`src/rtl/ext_pipe.sv`:
```
// Pipelined immediate extender with a 2-entry skid buffer and synchronous flush.
// Optional accepted-transaction counter on perf_cnt when EXT_PERF_CNT_EN is defined.
module ext_pipe #(
   parameter int IN_W  = 16,
   parameter int OUT_W = 32,
   parameter int TAG_W = 5
) (
   input  logic             clk,
   input  logic             rstn,
   input  logic             flush,
   input  logic             in_valid,
   output logic             in_ready,
   input  logic [IN_W-1:0]  in_imm,
   input  logic [1:0]       in_op,
   input  logic [TAG_W-1:0] in_tag,
   output logic             out_valid,
   input  logic             out_ready,
   output logic [OUT_W-1:0] out_data,
   output logic [TAG_W-1:0] out_tag,
`ifdef EXT_PERF_CNT_EN
   output logic [15:0]      perf_cnt,
`endif
   output logic [1:0]       dbg_state
);

   // Handshake: a transfer happens on a rising edge where valid & ready are both 1;
   // valid never waits on ready, and in_ready depends only on registered state.

   if (OUT_W < IN_W + 2) begin : g_bad_width
      $error("ext_pipe: OUT_W must be at least IN_W+2");
   end

   typedef enum logic [1:0] {
      S_EMPTY = 2'b00,
      S_ONE   = 2'b01,
      S_FULL  = 2'b11
   } state_t;

   state_t state_q, state_d;

   logic             accept, send;
   logic             load_main_in, load_main_skid, load_skid;
   logic [OUT_W-1:0] ext_val;
   logic [OUT_W-1:0] main_data, skid_data;
   logic [TAG_W-1:0] main_tag, skid_tag;

   function automatic logic [OUT_W-1:0] extend(input logic [IN_W-1:0] imm, input logic [1:0] op);
      logic [OUT_W-1:0] sext;
      sext = {{(OUT_W-IN_W){imm[IN_W-1]}}, imm};
      case (op)
         2'b00:   return {{(OUT_W-IN_W){1'b0}}, imm};
         2'b01:   return sext;
         2'b10:   return {imm, {(OUT_W-IN_W){1'b0}}};
         default: return sext << 2;
      endcase
   endfunction

   assign ext_val   = extend(in_imm, in_op);
   assign in_ready  = ~state_q[1];
   assign out_valid = state_q[0];
   assign out_data  = main_data;
   assign out_tag   = main_tag;
   assign dbg_state = state_q;
   assign accept    = in_valid & in_ready;
   assign send      = out_valid & out_ready;

   always_ff @(posedge clk or negedge rstn) begin
      if (!rstn) state_q <= S_EMPTY;
      else       state_q <= state_d;
   end

   always_comb begin
      state_d        = state_q;
      load_main_in   = 1'b0;
      load_main_skid = 1'b0;
      load_skid      = 1'b0;
      if (flush) begin
         state_d = S_EMPTY;
      end else begin
         case (state_q)
            S_EMPTY: begin
               if (accept) begin
                  state_d      = S_ONE;
                  load_main_in = 1'b1;
               end
            end
            S_ONE: begin
               case ({send, accept})
                  2'b11: load_main_in = 1'b1;
                  2'b10: state_d = S_EMPTY;
                  2'b01: begin
                     state_d   = S_FULL;
                     load_skid = 1'b1;
                  end
                  default: state_d = S_ONE;
               endcase
            end
            S_FULL: begin
               if (send) begin
                  state_d        = S_ONE;
                  load_main_skid = 1'b1;
               end
            end
            default: state_d = S_EMPTY;
         endcase
      end
   end

   // Data registers are qualified by the valid bits, so a flush leaves them stale.
   always_ff @(posedge clk or negedge rstn) begin
      if (!rstn) begin
         main_data <= '0;
         main_tag  <= '0;
         skid_data <= '0;
         skid_tag  <= '0;
      end else begin
         if (load_main_in) begin
            main_data <= ext_val;
            main_tag  <= in_tag;
         end else if (load_main_skid) begin
            main_data <= skid_data;
            main_tag  <= skid_tag;
         end
         if (load_skid) begin
            skid_data <= ext_val;
            skid_tag  <= in_tag;
         end
      end
   end

`ifdef EXT_PERF_CNT_EN
   always_ff @(posedge clk or negedge rstn) begin
      if (!rstn)                                  perf_cnt <= '0;
      else if (accept && !flush && perf_cnt != 16'hFFFF) perf_cnt <= perf_cnt + 16'd1;
   end
`endif

endmodule

```
`config.mk`:
```
export PLATFORM = sky130hd
export DESIGN_NAME = ext_pipe
export DESIGN_NICKNAME = d
export VERILOG_FILES = /design/src/rtl/ext_pipe.sv
export SDC_FILE = /design/constraint.sdc
export NUM_CORES = 1
export LEC_CHECK = 0
export CORE_MARGIN = 4
export CORE_UTILIZATION = 50
export DETAILED_ROUTE_END_ITERATION = 16
export GPL_TIMING_DRIVEN = 0
export HOLD_SLACK_MARGIN = 0.05
export PLACE_DENSITY = 0.81
export SLEW_MARGIN = 20
export SYNTH_ARGS = -nofsm -noshare
export SYNTH_HDL_FRONTEND = slang
export SYNTH_SLANG_ARGS = --single-unit
```
`constraint.sdc`:
```
create_clock -name clk -period 2.15 [get_ports clk]
set_clock_uncertainty 0.15 [all_clocks]
set_input_delay 0.43 -clock clk [delete_from_list [all_inputs] [get_ports clk]]
set_output_delay 0.43 -clock clk [all_outputs]
set_load 0.01 [all_outputs]
```
==> run summary, run 1 <==
Post-detail-place hpwl = 6.19 mm
Status = finished, final reports clean
Num CTS Buffers = 9
Final WL = 8.43 mm
Chip height = 92.1 um
Final Max Slew Viols = 0
Slew @ Worst Pin = 0.530 ns
IO buf count = 68
RSZ-0062 raised after global routing = false
Synth Area in XOR/XNOR = 0
Reg2reg start = dbg_state[0]
Syn. warnings = 0
Largest net degree at the start of global routing = 45
Fraction of layout cells with a size suffix above 1 = 0.105
Fin. Hold Viols = 0
Total of max-cap violations = 0
Number of antenna diodes = 0
DRC = 0
Final Wtd Congestion = 0.936
CP startpoint kind = flip-flop
Max-slew headroom = 0.646
Synth Register Bits = 76
H-Tree Level Count = 3
Synth cell types = 27
Leak = 2.34 nW
Crit path DAT = 2.08 ns
I/O Pins = 69
Initial antenna violation count = 0
GRT Util Overall = 0.207
Layout net count = 437
Placed cell areas = 4350 um2
Post-synthesis simple-gate area fraction = 0.0903
Top-count cell post-synth = dfrtp_1
CTS max path bufs = 2
Clk sink count = 76
Mapped Area = 3530 um2
Remaining antenna violation count = 0
Via count = 2726
Starting Density = 0.517
CTS root buffer = clkbuf_8
Adder-cell share of the synthesized area = 0.0142
Syn Area/Cell = 11.0 um2
EDFF count, synth = 0
Most used DFF post-synth = dfrtp_1
Complex-gate fraction of the synthesized area = 0.126
Syn Nets = 354
Final hold slack = 0.333 ns
Synth top area share = 0.538
Hold crit path type = reg -> reg
Worst vdd ir = 0.546 mV
Fin crit period = 2.02 ns
Largest family of logic cells by synthesized area = multiplexers
Vias in the first global route = 2766
Crit path from = dbg_state[0]
Die Area = 8470 um2
Fmax = 0.495 GHz
Drt pass-1 iters = 4
Clock transition at path regs = 0.07 ns
Ys async rst share = 1.00
Critical path type = reg -> reg
Final setup vio count = 0
Maximum net fanout on the critical path = 10
Hold path startpoint = skid_data[2]
Core area = 6830 um2
Multi-input logic area = 1480 um2
Pwr Total = 0.00575 W
Synth Instances = 322
Row count = 30
First-pass GRT wire length = 13.8 mm
Die width = 92.1 um
CP endpoint kind = flip-flop
Yosys top cell by area = dfrtp_1
Post-route cell area = 4580 um2
Post-synth top cells = dfrtp_1, mux2i_1, nand2_1, o21ai_0, a21oi_1
Clock Latency Late Sink = 0.34 ns
CTS tree = built
DRT iter0 DRCs = 165
Grt total ovfl = 0
DR WL/cell = 16.7 um
Post-synthesis sequential area ratio = 0.538
Synth top area cells = dfrtp_1, mux2i_1, nand2_1
Post-synthesis mux area share = 0.189
Area Growth Syn to Fin = 29.6%
Period utilization = 0.940
Vias per std cell = 5.39
Critical Path RT = 2.21 ns
Pwr/cell area = 1260 nW/um2
FILL cells = 540
Final TNS setup = 0 ns
Register Area = 1900 um2
-- cell usage in the layout, fill, tap and decap left out --
| master | n |
|---|---|
| a32oi_1 | 1 |
| nor4bb_1 | 1 |
| clkbuf_8 | 10 |
| buf_2 | 4 |
| o21ai_0 | 34 |
| clkbuf_2 | 1 |
| and2_1 | 2 |
| nor2b_1 | 2 |
| mux2_2 | 5 |
| a22oi_1 | 11 |
| inv_1 | 4 |
| and3_1 | 3 |
| and4bb_4 | 1 |
| a21oi_1 | 20 |
| o21ai_1 | 1 |
| clkdlybuf4s50_1 | 67 |
| dlygate4sd3_1 | 1 |
| nand3_1 | 2 |
| nand2_1 | 50 |
| mux2i_1 | 61 |
| nor2_1 | 8 |
| nand2b_1 | 1 |
| dfrtp_2 | 2 |
| nand2_2 | 1 |
| or3b_1 | 1 |
| bufinv_16 | 1 |
| ha_1 | 4 |
| dfrtp_1 | 74 |
| buf_12 | 1 |
| buf_6 | 4 |
| buf_4 | 8 |
| inv_2 | 1 |
| a211oi_1 | 1 |
| clkinv_4 | 1 |
| clkbuf_1 | 10 |
| clkinv_2 | 2 |
| a31oi_1 | 8 |
| a31oi_4 | 1 |
-- worst paths after layout --
| check | slack [ns] | to | cells past startpoint |
|---|---|---|---|
| min reg2reg | 0.33 | skid_data[2] | 2 |
| max in group asynchronous | 0.84 | out_data[25] | 3 |
| min | 0.33 | skid_data[2] | 2 |
| max reg2reg | 0.13 | out_data[24] | 7 |
| max | 0.13 | out_data[24] | 7 |
| min in group asynchronous | 0.44 | out_data[18] | 2 |
-- cell type report --
type	count	area share
Clock inverter	4	0.0107
Timing Repair Buffer	72	0.158
Clock buffer	12	0.0317
Buffer	22	0.0301
Multi-Input combinational cell	219	0.323
Tap cell	96	0.0262
Inverter	5	0.00410
Sequential cell	76	0.416
-- repair_timing --
item | in CTS | in global routing
pin swaps | 0 | 1
endpoints found under the setup margin | 2 | 66
endpoints found under the hold margin | 32 | 0
resized for setup | 1 | 8
setup buffers | 0 | 2
hold buffers | 1 | 0
-- cell families (layout without fill, tap and decap cells) --
| kind of cell | Yosys count | count (layout) |
|---|---|---|
| simple gates | 72 | 72 |
| fa+ha+maj | 4 | 4 |
| mux | 66 | 66 |
| flops | 76 | 76 |
| buf+inv | 27 | 115 |
| compound gates | 77 | 77 |
-- per-stage QoR --
stage	cells	setup slack [ns]	util
floorplan	322	0.243	-
global placement	486	-2.00	0.634
detailed placement	487	-0.228	0.637
CTS	504	0.0170	0.667
global route	506	0.0226	0.670
finish	506	0.130	0.670
-- sequential cells by signal (all words and copies together) (netlist names) --
register,count
skid_tag,5
out_tag,5
dbg_state,2
out_data,32
skid_data,32
-- critical path, cell delays in order (launching register included) --
cell     delay, ns
dfrtp_2       0.47
ha_1          0.21
nor2b_1       0.14
nand3_1       0.09
buf_4         0.21
buf_6         0.20
mux2i_1       0.27
mux2i_1       0.14
-- layer usage --
| metal | up-vias | track usage | wire length (um) |
|---|---|---|---|
| li1 | 1308 | - | - |
| met1 | 1322 | 0.267 | 3570 |
| met2 | 79 | 0.347 | 4330 |
| met3 | 17 | 0.0336 | 357 |
| met4 | 0 | 0.0866 | 175 |
| met5 | - | 0 | 0 |
-- power breakdown --
group / total (W) / internal (W) / leakage, nW / switching (W)
registers: 0.00249 / 0.00211 / 0.946 / 0.000388
clock network: 0.00107 / 0.000567 / 0.100 / 0.000501
logic: 0.00219 / 0.00121 / 1.30 / 0.000981
total: 0.00575 / 0.00388 / 2.34 / 0.00187
(Power assumes the default switching activity.)
==> run 2: changes to the inputs <==
SETUP_SLACK_MARGIN = 0.4   (was unset)
==> run summary, run 2 (synthesis gave the netlist of run 1 again) <==
Status = finished, final reports clean
Most common cell type on the critical path = mux2i_1
Leak = 2.80 nW
CTS root buffer = clkbuf_8
RSZ-0062 raised after global routing = true
Final Max Slew Viols = 0
Pwr Total = 0.00620 W
Maximum net fanout on the critical path = 5
Final TNS setup = 0 ns
Area Growth Syn to Fin = 50.8%
Core area = 6830 um2
Worst path max stage delay = 0.45 ns
Max-slew headroom = 0.678
DRC = 0
Crit path DAT = 2.04 ns
Fin crit period = 1.98 ns
Period utilization = 0.920
Reg2reg setup slack = 0.17 ns
H-Tree Level Count = 3
Critical path type = reg -> reg
Drt pass-1 iters = 4
Remaining antenna violation count = 0
Initial antenna violation count = 0
Slowest CP cell = dfrtp_2
Die width = 92.1 um
Clock transition at path regs = 0.08 ns
CTS tree = built
Vias per std cell = 5.62
GRT Util Overall = 0.246
Most frequent cells in the layout = dfrtp_1, mux2i_1, nand2_1
IO buf count = 68
Fmax = 0.506 GHz
Fraction of layout cells with a size suffix above 1 = 0.247
FILL cells = 418
Row count = 30
Commonest non-fill, non-tap cell in the layout = dfrtp_1
Largest net degree at the start of global routing = 41
CP startpoint kind = flip-flop
Number of antenna diodes = 0
Number of non-filler instances in the completed layout = 534
Buf/Inv on CP = 3
I/O Pins = 69
First-pass GRT wire length = 16.1 mm
Layout net count = 467
Starting Density = 0.517
Register Area = 1900 um2
Post-Place Cells = 487
Multi-input logic area = 1630 um2
DRT iter0 DRCs = 248
Worst vdd ir = 0.735 mV
Pwr/cell area = 1160 nW/um2
Chip height = 92.1 um
Clock Latency Late Sink = 0.35 ns
Post-detail-place hpwl = 6.26 mm
Die Area = 8470 um2
DR WL/cell = 19.9 um
Cell family with most CP delay = buffers and inverters
Critical Path RT = 2.21 ns
Final WL = 10.6 mm
CP endpoint kind = flip-flop
Via count = 3002
Final Wtd Congestion = 0.918
CTS max path bufs = 2
Finished Core Util = 0.779
Critical path, cell by cell = buf_6 -> ha_2 -> nor2b_4 -> nand3_2 -> buf_8 -> clkbuf_16 -> mux2i_1 -> mux2i_1
Clk sink count = 76
Num CTS Buffers = 9
Vias in the first global route = 3092
Fin. Hold Viols = 0
Total of max-cap violations = 0
Slew @ Worst Pin = 0.482 ns
Final setup vio count = 0
Grt total ovfl = 0
Hold crit path type = reg -> reg
[run 2: worst register-to-register path, delay by kind of cell (launching register included)]
kind | cells | cell delay, ns
adders and majority gates | 1 | 0.17
buffers and inverters | 3 | 0.45
DFF | 1 | 0.45
muxes | 2 | 0.33
and+or+nand+nor | 2 | 0.28
[run 2: report_power, final]
group | switching, W | total (W) | leakage, nW | internal, W
clock | 0.000500 | 0.00102 | 0.0890 | 0.000521
combinational | 0.00124 | 0.00266 | 1.76 | 0.00142
sequential | 0.000413 | 0.00252 | 0.946 | 0.00211
total | 0.00216 | 0.00620 | 2.80 | 0.00405
[run 2: worst paths after layout]
kind,from,to,cells after the start
setup reg to reg,dbg_state[0],out_data[18],8
min in group asynchronous,rstn,skid_data[16],2
max in group asynchronous,rstn,out_tag[3],3
setup / recovery,dbg_state[0],out_data[18],8
hold / removal,skid_data[27],skid_data[27],2
hold reg to reg,skid_data[27],skid_data[27],2
[run 2: layout make-up]
| class | count | share of cell area |
|---|---|---|
| plain buffers | 22 | 0.0602 |
| clock buffers | 11 | 0.0247 |
| clock inverters | 3 | 0.00752 |
| inverters | 5 | 0.00446 |
| multi-input cells | 219 | 0.305 |
| flip-flops and latches | 76 | 0.358 |
| well taps | 96 | 0.0226 |
| repair buffers | 102 | 0.218 |
[run 2: routing by layer]
metal | vias to the layer above | global-route usage | share of wire
met5 | - | 0 | 0
met4 | 0 | 0.0854 | 0.028
met3 | 34 | 0.0492 | 0.051
met2 | 106 | 0.410 | 0.51
met1 | 1497 | 0.322 | 0.41
li1 | 1365 | - | -
[run 2: what timing repair did]
item                                   in CTS  in global routing
pin swaps                                   5                  3
gates resized for setup                   119                 39
endpoints found under the hold margin      36                  0
hold buffers                                1                  0
setup endpoints to repair                 116                 79
setup buffers                              16                  5
cloned                                      9                  2
[run 2: per-stage QoR]
stage	hold slack [ns]	setup slack, ns	instance area [um2]
after global placement	0.311	-2.32	4410
after detailed placement	0.273	-0.258	4430
after CTS	0.334	0.187	5120
after global routing	0.361	0.123	5330
final	0.331	0.172	5330
after floorplan	-0.0156	0.396	3610
==> run 3: changes to the inputs <==
clock period = 1.9 ns   (was 2.15 ns; I/O delays follow)
==> run summary, run 3 (synthesis gave the netlist of run 1 again) <==
Grt total ovfl = 0
Vias per std cell = 5.79
Post-detail-place hpwl = 6.31 mm
Core area = 6830 um2
DRT iter0 DRCs = 233
Failing checks = negative setup slack
H-Tree Level Count = 3
Fraction of layout cells with a size suffix above 1 = 0.438
Period utilization = 1.04
Final hold slack = 0.358 ns
DP Worst Slack = -0.451 ns
Clock transition at path regs = 0.08 ns
Most frequent cells in the layout = dfrtp_1, mux2i_1, buf_2
Critical path type = reg -> reg
Final WS setup = -0.0688 ns
Vias in the first global route = 2893
Final Max Slew Viols = 0
Total of max-cap violations = 0
Status = finished, violations left
Slew @ Worst Pin = 0.549 ns
WL met2 = 5.54 mm
First-pass GRT wire length = 14.8 mm
Finished Core Util = 0.784
Largest net degree at the start of global routing = 43
FILL cells = 411
CTS max path bufs = 2
Via count = 3133
GRT Util Overall = 0.222
Final Wtd Congestion = 0.861
CTS root buffer = clkbuf_8
Reg2reg setup slack = -0.07 ns
Maximum net fanout on the critical path = 10
Commonest non-fill, non-tap cell in the layout = dfrtp_1
CTS tree = built
Layout net count = 474
Fin crit period = 1.97 ns
Starting Density = 0.517
Critical R2R Capture = out_data[26]
CP endpoint kind = flip-flop
Fmax = 0.508 GHz
Pwr/cell area = 1400 nW/um2
Clock Latency Late Sink = 0.34 ns
Reg2reg start = dbg_state[0]
Clk sink count = 76
Initial antenna violation count = 0
Crit path DAT = 2.07 ns
I/O Pins = 69
Critical Path RT = 2.01 ns
Remaining antenna violation count = 0
Row count = 30
Fin. Hold Viols = 0
Max-slew headroom = 0.634
RSZ-0062 raised after global routing = true
Worst hold path depth = 2
Hold path startpoint = skid_data[0]
Number of antenna diodes = 0
Hold crit path type = reg -> reg
Placed cell areas = 4480 um2
Chip height = 92.1 um
CP startpoint kind = flip-flop
Final setup vio count = 13
Reg2Reg Depth = 7
DRC = 0
Final WL = 11.1 mm
Die Area = 8470 um2
Metal3 WL = 739 um
Leak = 2.80 nW
Area Growth Syn to Fin = 51.6%
Max Used Layer = met4
Final TNS setup = -0.195 ns
Num CTS Buffers = 9
Post-route cell area = 5360 um2
Die width = 92.1 um
IO buf count = 68
WHS Endpoint = skid_data[0]
DR WL/cell = 20.4 um
Drt pass-1 iters = 5
Wl on met1 = 4.45 mm
Worst vdd ir = 0.828 mV
-- run 3: changes by cell type in the layout (fill, tap and decap cells not counted), sizes merged --
cell and delta:
bufinv -1, clkdlybuf4s15 +2, buf +39, clkinv +1, clkbuf +4, dlymetal6s2s -1
dlygate4sd2 -37
-- run 3: metal layers --
metal,up-vias,global-route usage
met1,1586,0.304
met2,133,0.347
met3,33,0.0541
met5,-,0
li1,1381,-
met4,0,0.0730
-- run 3: area by class of cell --
class,instances,area (um2),area share
timing repair buffer,109,996,0.186
tap,96,120,0.0224
clock inverter,3,15.0,0.00280
multi-input combinational,219,1870,0.349
inverter,5,23.8,0.00444
clock buffer,11,141,0.0264
buffer,22,284,0.0530
sequential,76,1900,0.356
-- run 3: per-stage QoR --
step	total power [W]	cells
6_report	0.00749	541
3_3_place_gp	0.00535	486
3_5_place_dp	0.00547	487
4_1_cts	0.00658	518
5_1_grt	0.00791	541
2_1_floorplan	0.00419	322
-- run 3: how the worst max path moves through the flow --
stage / from / to
after floorplan: dbg_state[1] / out_data[10]
after global placement: rstn / dbg_state[0]
after detailed placement: flush / out_data[11]
after CTS: dbg_state[0] / out_data[11]
after global routing: dbg_state[0] / out_data[26]
final: dbg_state[0] / out_data[26]
-- run 3: timing repair --
item | in CTS | in global routing
buffers inserted | 15 | 17
hold endpoints to repair | 34 | 0
hold buffers | 1 | 0
setup endpoints to repair | 117 | 106
pin swaps | 2 | 4
cloned | 1 | 6
gates resized for setup | 143 | 134
-- run 3: worst max-delay path, stage by stage (launching register included) --
cell and delay (ns):
dfrtp_2 0.46, buf_6 0.14, ha_4 0.15, and4bb_4 0.22, a31oi_4 0.19, buf_12 0.17
buf_12 0.15, mux2i_1 0.26
-- run 3: report_power, final --
group | internal, W | total, W | switching [W]
combinational | 0.00187 | 0.00343 | 0.00156
clock | 0.000490 | 0.00107 | 0.000576
sequential | 0.00238 | 0.00299 | 0.000609
total | 0.00474 | 0.00749 | 0.00274
